## src/rtl/alu_issue_if.sv

```systemverilog
// Handshake bundle for alu_issue_ctrl: upstream op request and downstream result.
interface alu_issue_if #(
  parameter int DATA_W = 8
);
  logic              in_valid;
  logic              in_ready;
  logic [DATA_W-1:0] in_a;
  logic [DATA_W-1:0] in_b;
  logic [3:0]        in_op;
  logic              in_use_acc;
  logic              out_valid;
  logic              out_ready;
  logic [DATA_W-1:0] out_res;
  logic              out_ovfl;
  logic              out_dz;

  modport master (
    output in_valid, in_a, in_b, in_op, in_use_acc, out_ready,
    input  in_ready, out_valid, out_res, out_ovfl, out_dz
  );

  modport slave (
    input  in_valid, in_a, in_b, in_op, in_use_acc, out_ready,
    output in_ready, out_valid, out_res, out_ovfl, out_dz
  );
endinterface

```

## src/rtl/alu_issue_ctrl.sv

```systemverilog
// Issue/capture stage around an 8-bit combinational ALU (IDLE -> EXEC -> HOLD).
// Optional op_count transaction counter enabled by macro ALU_ISSUE_OPCOUNT_EN.
module alu_issue_ctrl #(
  parameter int DATA_W      = 8,
  parameter int EXEC_CYCLES = 1
) (
  input  logic              clk,
  input  logic              rst_n,
  alu_issue_if.slave        bus,
  output logic [DATA_W-1:0] alu_a_o,
  output logic [DATA_W-1:0] alu_b_o,
  output logic [3:0]        alu_op_o,
  input  logic [DATA_W-1:0] alu_res_i,
  input  logic              alu_ovfl_i,
  output logic [15:0]       op_count_o
);

  typedef enum logic [1:0] {
    IDLE = 2'd0,
    EXEC = 2'd1,
    HOLD = 2'd2
  } state_t;

  localparam logic [3:0] LAST_CNT = 4'(EXEC_CYCLES - 1);
  localparam logic [3:0] OP_DIV   = 4'b0011;

  state_t            state_q, state_d;
  logic [3:0]        cnt_q, cnt_d;
  logic [DATA_W-1:0] alu_a_q, alu_a_d;
  logic [DATA_W-1:0] alu_b_q, alu_b_d;
  logic [3:0]        alu_op_q, alu_op_d;
  logic [DATA_W-1:0] acc_q, acc_d;
  logic [DATA_W-1:0] res_q, res_d;
  logic              ovfl_q, ovfl_d;
  logic              dz_q, dz_d;
  logic              out_valid_q, out_valid_d;
  logic              in_ready_q, in_ready_d;
  logic              div_zero_s;
  logic [DATA_W-1:0] cap_res_s;
  logic              cap_ovfl_s;

  // A zero divisor overrides whatever the ALU drives so no X reaches the result.
  assign div_zero_s = (alu_op_q == OP_DIV) && (alu_b_q == {DATA_W{1'b0}});
  assign cap_res_s  = div_zero_s ? {DATA_W{1'b1}} : alu_res_i;
  assign cap_ovfl_s = div_zero_s ? 1'b0 : alu_ovfl_i;

  // Next-state and output-register logic for the issue/capture sequence.
  always_comb begin
    state_d     = state_q;
    cnt_d       = cnt_q;
    alu_a_d     = alu_a_q;
    alu_b_d     = alu_b_q;
    alu_op_d    = alu_op_q;
    acc_d       = acc_q;
    res_d       = res_q;
    ovfl_d      = ovfl_q;
    dz_d        = dz_q;
    out_valid_d = out_valid_q;
    case (state_q)
      IDLE: begin
        if (bus.in_valid && in_ready_q) begin
          alu_a_d  = bus.in_use_acc ? acc_q : bus.in_a;
          alu_b_d  = bus.in_b;
          alu_op_d = bus.in_op;
          cnt_d    = 4'd0;
          state_d  = EXEC;
        end else begin
          state_d  = IDLE;
        end
      end
      EXEC: begin
        if (cnt_q == LAST_CNT) begin
          res_d       = cap_res_s;
          ovfl_d      = cap_ovfl_s;
          dz_d        = div_zero_s;
          acc_d       = cap_res_s;
          out_valid_d = 1'b1;
          state_d     = HOLD;
        end else begin
          cnt_d       = cnt_q + 4'd1;
        end
      end
      HOLD: begin
        if (bus.out_ready) begin
          out_valid_d = 1'b0;
          state_d     = IDLE;
        end else begin
          out_valid_d = 1'b1;
        end
      end
      default: begin
        state_d     = IDLE;
        out_valid_d = 1'b0;
      end
    endcase
    // Registered ready: low through reset, high from the first edge back in IDLE.
    in_ready_d = (state_d == IDLE);
  end

  // State and datapath registers.
  always_ff @(posedge clk or negedge rst_n) begin
    if (!rst_n) begin
      state_q     <= IDLE;
      cnt_q       <= 4'd0;
      alu_a_q     <= {DATA_W{1'b0}};
      alu_b_q     <= {DATA_W{1'b0}};
      alu_op_q    <= 4'd0;
      acc_q       <= {DATA_W{1'b0}};
      res_q       <= {DATA_W{1'b0}};
      ovfl_q      <= 1'b0;
      dz_q        <= 1'b0;
      out_valid_q <= 1'b0;
      in_ready_q  <= 1'b0;
    end else begin
      state_q     <= state_d;
      cnt_q       <= cnt_d;
      alu_a_q     <= alu_a_d;
      alu_b_q     <= alu_b_d;
      alu_op_q    <= alu_op_d;
      acc_q       <= acc_d;
      res_q       <= res_d;
      ovfl_q      <= ovfl_d;
      dz_q        <= dz_d;
      out_valid_q <= out_valid_d;
      in_ready_q  <= in_ready_d;
    end
  end

  assign alu_a_o       = alu_a_q;
  assign alu_b_o       = alu_b_q;
  assign alu_op_o      = alu_op_q;
  assign bus.in_ready  = in_ready_q;
  assign bus.out_valid = out_valid_q;
  assign bus.out_res   = res_q;
  assign bus.out_ovfl  = ovfl_q;
  assign bus.out_dz    = dz_q;

`ifdef ALU_ISSUE_OPCOUNT_EN
  logic [15:0] op_count_q;

  // Counts results handed downstream; wraps naturally at 16 bits.
  always_ff @(posedge clk or negedge rst_n) begin
    if (!rst_n) begin
      op_count_q <= 16'h0000;
    end else if ((state_q == HOLD) && bus.out_ready) begin
      op_count_q <= op_count_q + 16'd1;
    end else begin
      op_count_q <= op_count_q;
    end
  end

  assign op_count_o = op_count_q;
`else
  assign op_count_o = 16'h0000;
`endif

endmodule
```

## src/flat_wrapper.sv

```systemverilog
// flat-port wrapper written by rule: the top's interface ports become plain ports
module alu_issue_ctrl_flat 
#(
  parameter int DATA_W      = 8,
  parameter int EXEC_CYCLES = 1
)
  (clk, rst_n, alu_a_o, alu_b_o, alu_op_o, alu_res_i, alu_ovfl_i, op_count_o, bus_in_valid, bus_in_a, bus_in_b, bus_in_op, bus_in_use_acc, bus_out_ready, bus_in_ready, bus_out_valid, bus_out_res, bus_out_ovfl, bus_out_dz);
  alu_issue_if #(.DATA_W(DATA_W)) bus_i ();
  input  logic clk;
  input  logic rst_n;
  output logic [DATA_W-1:0] alu_a_o;
  output logic [DATA_W-1:0] alu_b_o;
  output logic [3:0] alu_op_o;
  input  logic [DATA_W-1:0] alu_res_i;
  input  logic alu_ovfl_i;
  output logic [15:0] op_count_o;
  input wire logic [$bits(bus_i.in_valid)-1:0] bus_in_valid;
  input wire logic [$bits(bus_i.in_a)-1:0] bus_in_a;
  input wire logic [$bits(bus_i.in_b)-1:0] bus_in_b;
  input wire logic [$bits(bus_i.in_op)-1:0] bus_in_op;
  input wire logic [$bits(bus_i.in_use_acc)-1:0] bus_in_use_acc;
  input wire logic [$bits(bus_i.out_ready)-1:0] bus_out_ready;
  output wire logic [$bits(bus_i.in_ready)-1:0] bus_in_ready;
  output wire logic [$bits(bus_i.out_valid)-1:0] bus_out_valid;
  output wire logic [$bits(bus_i.out_res)-1:0] bus_out_res;
  output wire logic [$bits(bus_i.out_ovfl)-1:0] bus_out_ovfl;
  output wire logic [$bits(bus_i.out_dz)-1:0] bus_out_dz;
  assign bus_i.in_valid = bus_in_valid;
  assign bus_i.in_a = bus_in_a;
  assign bus_i.in_b = bus_in_b;
  assign bus_i.in_op = bus_in_op;
  assign bus_i.in_use_acc = bus_in_use_acc;
  assign bus_i.out_ready = bus_out_ready;
  assign bus_in_ready = bus_i.in_ready;
  assign bus_out_valid = bus_i.out_valid;
  assign bus_out_res = bus_i.out_res;
  assign bus_out_ovfl = bus_i.out_ovfl;
  assign bus_out_dz = bus_i.out_dz;
  alu_issue_ctrl #(.DATA_W(DATA_W), .EXEC_CYCLES(EXEC_CYCLES)) u_core (.clk(clk), .rst_n(rst_n), .bus(bus_i), .alu_a_o(alu_a_o), .alu_b_o(alu_b_o), .alu_op_o(alu_op_o), .alu_res_i(alu_res_i), .alu_ovfl_i(alu_ovfl_i), .op_count_o(op_count_o));
endmodule
```

## config.mk

```make
export PLATFORM = sky130hd
export DESIGN_NAME = alu_issue_ctrl_flat
export DESIGN_NICKNAME = d
export VERILOG_FILES = /design/src/rtl/alu_issue_if.sv /design/src/rtl/alu_issue_ctrl.sv /design/src/flat_wrapper.sv
export SDC_FILE = /design/constraint.sdc
export NUM_CORES = 1
export LEC_CHECK = 0
export ABC_AREA = 1
export CORE_MARGIN = 8
export CORE_UTILIZATION = 35
export CTS_CLUSTER_SIZE = 28
export DETAILED_ROUTE_END_ITERATION = 8
export PLACE_DENSITY = 0.75
export SLEW_MARGIN = 20
export SYNTH_ARGS = -nofsm -noshare
export SYNTH_HDL_FRONTEND = slang
export SYNTH_SLANG_ARGS = --single-unit
```

## constraint.sdc

```tcl
create_clock -name clk -period 1.3 [get_ports clk]
set_clock_uncertainty 0.05 [all_clocks]
set_input_delay 0.26 -clock clk [delete_from_list [all_inputs] [get_ports clk]]
set_output_delay 0.26 -clock clk [all_outputs]
set_load 0.01 [all_outputs]
```

==> metrics.md, run 1 <==
| Metric | Value |
|---|---|
| Pleak | roughly 1.5 nW |
| Top-count cell post-synth | nand2_1 |
| Required @ worst endpoint | 1420 ps |
| Startpoint type of the worst setup path | flip-flop |
| Vias per Instance | around 4.4 |
| DR WL/cell | 14.01 um |
| TritonRoute pass-1 iters | 4 |
| Tmin final | about 1400 ps |
| First-pass GRT wire length | 8273 um |
| Die span in y | 90.37 um |
| CTS tree | built |
| CTS Buffer Depth | 2 |
| Detail Route Antenna Nets | 0 |
| CTS root buf | clkbuf_8 |
| Sequential-to-total area share from yosys stat | 0.4913 |
| Combinational Power Share | 0.576 |
| Skew-Pair Late Insertion Delay | 280 ps |
| Fmax | 705.8 MHz |
| Vias in the first global route | 1765 |
| Wirelength, routed | 5562 um |
| # DRC | 0 |
| HP Class | in2async |
| WP buf/inv | 3 |
| Layout cell share with drive strength beyond 1 | 0.2738 |
| # IOs | a little over 80 |
| Worst-path maximum fanout | 7 |
| Post-Syn Instances | 230 |
| Starting Density | 0.3559 |
| Sw Ratio | 0.3960 |
| Most common cell on crit path | buf_12 |
| Final worst setup slack | -116.9 ps |
| HPWL Detailed | 3765 um |
| Synth top area share | 0.4913 |
| Vias | 1762 |
| Die Wd | 90.37 um |
| Tcrit/Tclk final | 1.090 |
| VDD IR-drop max | 845.5 uV |
| Pwr per Cell Area | 2198 nW/um^2 |
| Final setup vio count | 31 |
| Core ar. | 5439 sq um |
| Antenna diodes | 0 |
| Ys Warns | 0 |
| CP max stage delay | 440 ps |
| Dpl ws | -153.8 ps |
| Post-synth top cells | nand2_1, dfrtp_1, inv_1 |
| Multi-input logic area | 983.4 sq um |
| FF-to-FF setup slack | -120 ps |
| Clock group share of total power | 0.123 |
| Post-synth cell types | 23 |
| Largest area contributor in the netlist | dfrtp_1 |
| Fin. Hold Viols | 0 |
| Largest net degree at the start of global routing | 39 |
| Share of power burned in registers | 0.301 |
| Post-synth EDFFs | 0 |
| Final Cell Area | approximately 3200 sq um |
| Internal | 4.194 mW |
| Worst r2r dst | u_core.alu_a_o[3]$_DFFE_PN0P_ |
| Initial antenna violation count | 0 |
| Primary FF master, synth | dfrtp_1 |
| CP max stage cell | dfrtp_2 |
| Failing checks | negative setup slack |
| Max Slew Vio Count | 0 |
| PortBufs | 65 |
| Placed inst area | 2693 sq um |
| RD Place Congestion | 0.8017 |
| Net Sw Power | 2.749 mW |
| Nets | between 300 and 400 |
| RR Startpoint | u_core.state_q[0]$_DFF_PN0_ |
| Area growth, synth to finish | 63.15% |
| Max cap viols | 0 |
| Crit path arrival time | around 1500 ps |
| Num CTS Buffers | 5 |
| CTS H-tree depth | 2 |
| Post-Syn Area | 1936 sq um |
| Total grt overflow | 0 |
| RSZ-0062 raised after global routing | yes |
| Syn_area_per_cell | ~8.4 sq um |
| Outcome | complete, but fails checks |
| Initial DRC count | 57 |
| CTS Sinks | 38 |
| Cell Rows | 27 |
| Seq cells post-synth | 38 |
| Reg area | 952.2 sq um |
| Crit path kind | reg2reg |
| R2R depth | 7 |
| Cell chain of the critical path | inv_2 > ha_4 > nand3_4 > buf_12 > buf_12 > nand2_2 > o21ai_1 |
| Share of flip-flops with an asynchronous set or reset | 1.000 |
| CTS clk-pin slew, worst paths | 80 ps |
| Area contributors post-synth | dfrtp_1, nand2_1, buf_4, o21ai_0, ha_1 |
| Crit path max-delay family | flip-flops |
| Setup crit end kind | flip-flop |
| Fill cells | 481 |
| Die Area | 8166 sq um |
| Overall routing resource usage | 0.1227 |
[metrics by stage]
| step | instances | TNS (ps) | util | power (mW) | hold slack, ps |
|---|---|---|---|---|---|
| floorplan | 245 | -90.86 | - | 3.724 | -85.59 |
| finish | 397 | -2088 | 0.5806 | 6.943 | 408.2 |
| global route | 397 | -4002 | 0.5806 | 7.449 | 426.6 |
| CTS | 384 | -336.8 | 0.5293 | 6.169 | 410.9 |
| global placement | 371 | -1987 | 0.4951 | 5.176 | 195.0 |
| detailed placement | 371 | -2776 | 0.4951 | 5.266 | 195.4 |
[power by group through the flow]
stage | Clock (mW) | Sequential [mW] | Combinational, mW
6_report | 0.851 | 2.09 | 4.00
5_1_grt | 0.936 | 2.15 | 4.36
4_1_cts | 0.876 | 2.05 | 3.24
3_5_place_dp | 0 | 2.07 | 3.19
3_3_place_gp | 0 | 2.05 | 3.12
2_1_floorplan | 0 | 2.26 | 1.47
[placed cells by master, fill, tap and decap left out, drive strengths merged, types with 6 or more instances in the layout]
cell type,n
inv,19
dfrtp,38
conb,16
clkdlybuf4s15,21
buf,28
nand3,7
dlygate4sd2,8
o21ai,23
a21boi,8
nand2,81
clkbuf,11
ha,6
clkdlybuf4s50,32
nor2,15
[what timing repair did]
action                                 in CTS  in global routing
endpoints found under the hold margin      38                  0
gates cloned                                1                  3
gates resized for setup                    63                 60
setup buffers                               3                 10
setup endpoints to repair                  69                 52
hold buffers                                1                  0
pin swaps                                   4                  7
[state kept, by name (all words and copies together), names as in the netlist]
signal                count
u_core.alu_a_o            8
u_core.state_q            2
u_core.bus.out_dz         1
u_core.alu_b_o            8
u_core.alu_op_o           4
u_core.cnt_q              4
u_core.bus.out_ovfl       1
u_core.bus.out_valid      1
u_core.bus.in_ready       1
u_core.acc_q              8
[layout make-up]
type | instances | area share
Clock buffer | 6 | 0.02615
Clock inverter | 2 | 0.003962
Inverter | 19 | 0.02258
Multi-Input combinational cell | 165 | 0.3114
Sequential cell | 38 | 0.3015
Tap cell | 72 | 0.02853
Timing Repair Buffer | 95 | 0.3059
[tightest hold or removal path, stage by stage]
cell and delay, ps:
dlygate4sd3_1 520, buf_2 120, buf_12 220
[metal layers]
layer	wire length (um)	global-route usage	vias to the layer above
met2	2972	0.2184	38
li1	-	-	878
met4	12	0.02497	0
met3	255	0.04738	2
met1	2321	0.1350	844
met5	0	0	-
[worst max path at each step]
stage / from / endpoint / slack [ps] / cells after the start
5_1_grt: u_core.state_q[0]$_DFF_PN0_ / u_core.alu_a_o[5]$_DFFE_PN0P_ / -180 / 7
2_1_floorplan: u_core.state_q[0]$_DFF_PN0_ / u_core.alu_b_o[5]$_DFFE_PN0P_ / -9 / 7
3_5_place_dp: bus_in_valid / u_core.alu_a_o[4]$_DFFE_PN0P_ / -150 / 5
6_report: u_core.state_q[0]$_DFF_PN0_ / u_core.alu_a_o[3]$_DFFE_PN0P_ / -120 / 7
3_3_place_gp: bus_in_valid / u_core.cnt_q[0]$_DFFE_PN0P_ / -110 / 6
4_1_cts: u_core.state_q[0]$_DFF_PN0_ / u_core.cnt_q[0]$_DFFE_PN0P_ / -60 / 7
[cells by family after synthesis]
kind of cell / count (synthesis) / synth area share
buffers and inverters: 43 / 0.1286
muxes: 1 / 0.005172
xor gates and xnor gates: 1 / 0.004526
DFF: 38 / 0.4913
adders and majority gates: 6 / 0.03878
AOI/OAI and AO/OA: 35 / 0.1047
other: 1 / 0.001937
and+or+nand+nor: 105 / 0.2250
Power figures use the tool's default switching activity.
==> run 2, diff against run 1 <==
- CELL_PAD_IN_SITES_DETAIL_PLACEMENT: unset -> 1
- CELL_PAD_IN_SITES_GLOBAL_PLACEMENT: unset -> 2
- CORE_UTILIZATION: 35 -> 23
- PLACE_DENSITY: 0.75 -> 0.83
- clock period: 1.3 -> 1.5 ns (I/O delays scaled with it)
==> run 2 against run 1 <==
  * The run now ends clean
  * Largest power group unchanged
  * Non-clock buffer count fell by 18
  * Sequential share of layout area rose by 3.6 points
  * Die area rose by 42%
  * First-iteration DRC count fell by 23%
  * Combinational power fell by 37%
  * Sequential power fell by 15%
  * Clock power fell by 15%
  * Critical endpoint is now u_core.alu_a_o[2]$_DFFE_PN0P_
  * Core utilization fell by 24 points
  * Clock-buffer cell count did not move
  * Global-route usage fell by 2.5 points
  * Critical path depth did not move
  * Largest cell class is now registers
==> metrics.md, run 2 (synthesis gave the netlist of run 1 again) <==
| Metric | Value |
|---|---|
| Overall routing resource usage | 0.09744 (-0.02530) |
| DR WL/cell | 13.31 um (-5.0%) |
| CTS clk-pin slew, worst paths | 70 ps (about the same) |
| Core ar. | 8175 sq um (+50%) |
| Tmin final | 1405 ps (-11.96 ps) |
| Max cap viols | 0 (unchanged) |
| Largest net degree at the start of global routing | 39 (unchanged) |
| Vias | 1632 (-7.4%) |
| Dpl ws | -26.42 ps (+127.4 ps) |
| FF-to-FF setup slack | 100 ps (+210 ps) |
| Worst-path maximum fanout | 20 (+13) |
| Final worst setup slack | 95.05 ps (+212.0 ps) |
| Startpoint type of the worst setup path | flip-flop |
| Tcrit/Tclk final | 0.9366 (-0.1533) |
| Fmax | 711.8 MHz (+0.85%) |
| CTS Sinks | 38 (unchanged) |
| Crit path arrival time | 1520 ps (-20 ps) |
| TritonRoute pass-1 iters | 4 (unchanged) |
| VDD IR-drop max | 647.7 uV (-23%) |
| Vias per Instance | 3.971 (-11%) |
| CTS tree | built |
| Nets | 345 (-5.2%) |
| Final setup vio count | 0 (-100%) |
| Skew-Pair Late Insertion Delay | 280 ps (about the same) |
| Vias in the first global route | 1851 (+4.9%) |
| CTS H-tree depth | 2 (unchanged) |
| Pwr per Cell Area | 1785 nW/um^2 (-19%) |
| Initial antenna violation count | 0 (unchanged) |
| RD Place Congestion | 0.7504 (-6.4%) |
| Hold_ws | 436.6 ps (+28.38 ps) |
| PortBufs | 65 (unchanged) |
| # DRC | 0 (unchanged) |
| CTS root buf | clkbuf_8 |
| Crit path kind | reg2reg |
| # IOs | 82 (unchanged) |
| Die Area | 11610 sq um (+42%) |
| Layout cell share with drive strength beyond 1 | 0.09804 (-0.1758) |
| First-pass GRT wire length | 9073 um (+9.7%) |
| Fin cells | 411 (+3.5%) |
| Total grt overflow | 0 (unchanged) |
| Num CTS Buffers | 5 (unchanged) |
| Setup crit end kind | flip-flop |
| HP Class | reg2reg |
| Most frequent cells in the layout | nand2_1, dfrtp_1, clkdlybuf4s50_1, dlygate4sd2_1, inv_1 |
| Antenna diodes | 0 (unchanged) |
| Detail Route Antenna Nets | 0 (unchanged) |
| Fin. Hold Viols | 0 (unchanged) |
| Required @ worst endpoint | 1610 ps (+190 ps) |
| CTS Buffer Depth | 2 (unchanged) |
| Die Wd | 107.7 um (+19%) |
| Cell Rows | 33 (+22%) |
| TNS Setup | 0 ps (+2088 ps) |
| Die span in y | 107.7 um (+19%) |
| Wirelength, routed | 5472 um (-1.6%) |
| Cell count after placement | 401 (+8.1%) |
| Initial DRC count | 44 (-23%) |
| Commonest non-fill, non-tap cell in the layout | nand2_1 |
| HPWL Detailed | 4275 um (+14%) |
| Pleak | 1.425 nW (-7.9%) |
| Overall Power | 5.039 mW (-27%) |
| Area growth, synth to finish | 45.83% |
| Max Slew Vio Count | 0 (unchanged) |
| Starting Density | 0.2368 (-0.1191) |
| Outcome | finished clean |
-- run 2: cell count changes in the layout (fill, tap and decap cells not counted), sizes merged --
| cell | change |
|---|---|
| clkdlybuf4s15 | -21 |
| buf | -16 |
| dlygate4sd2 | +24 |
| nand2 | -1 |
| clkbuf | -5 |
-- run 2: worst paths after layout --
check / from / to / cells after the start
setup / recovery: u_core.state_q[0]$_DFF_PN0_ / u_core.alu_a_o[2]$_DFFE_PN0P_ / 7
hold / removal: u_core.alu_a_o[0]$_DFFE_PN0P_ / u_core.alu_a_o[0]$_DFFE_PN0P_ / 2
setup reg to reg: u_core.state_q[0]$_DFF_PN0_ / u_core.alu_a_o[2]$_DFFE_PN0P_ / 7
hold reg to reg: u_core.alu_a_o[0]$_DFFE_PN0P_ / u_core.alu_a_o[0]$_DFFE_PN0P_ / 2
max in group asynchronous: rst_n / u_core.state_q[0]$_DFF_PN0_ / 3
min in group asynchronous: rst_n / u_core.cnt_q[1]$_DFFE_PN0P_ / 3
-- run 2: worst max-delay path, stage by stage (launching register included) --
cell and delay [ps]:
dfrtp_2 450, inv_2 100, ha_4 150, nand3_2 90, buf_4 160, buf_12 150
nand2_1 60, o21ai_0 70
-- run 2: where the power goes --
group	switching [mW]	internal, mW
registers	0.294	1.48
clock network	0.352	0.369
logic	1.33	1.21
-- run 2: final cells by class --
cell class	count	area [sq um]
clock inverters	2	12.51
inverters	19	71.32
clock buffers	6	82.58
multi-input cells	164	824.5
well taps	105	131.4
repair buffers	77	748.2
flip-flops and latches	38	952.2
fillers	995	5353
-- run 2: what timing repair did --
| action | in CTS | in global routing |
|---|---|---|
| buffers inserted | 1 | 0 |
| hold endpoints to repair | 38 | 0 |
| hold buffers | 1 | 0 |
| gates resized for setup | 33 | 7 |
| endpoints found under the setup margin | 50 | 26 |
-- run 2: through the flow --
step	cell area, sq um	utilization
after floorplan	1992	-
after global placement	2716	0.3323
after detailed placement	2716	0.3323
after CTS	2791	0.3414
after global routing	2823	0.3453
final	2823	0.3453
-- run 2: routing by layer --
layer  GRT usage  up-vias  wire length (um)
li1            -      833                 -
met1      0.1143      752              2343
met2      0.1680       45              2766
met3     0.02515        2               305
met4     0.03271        0                57
met5           0        -                 0
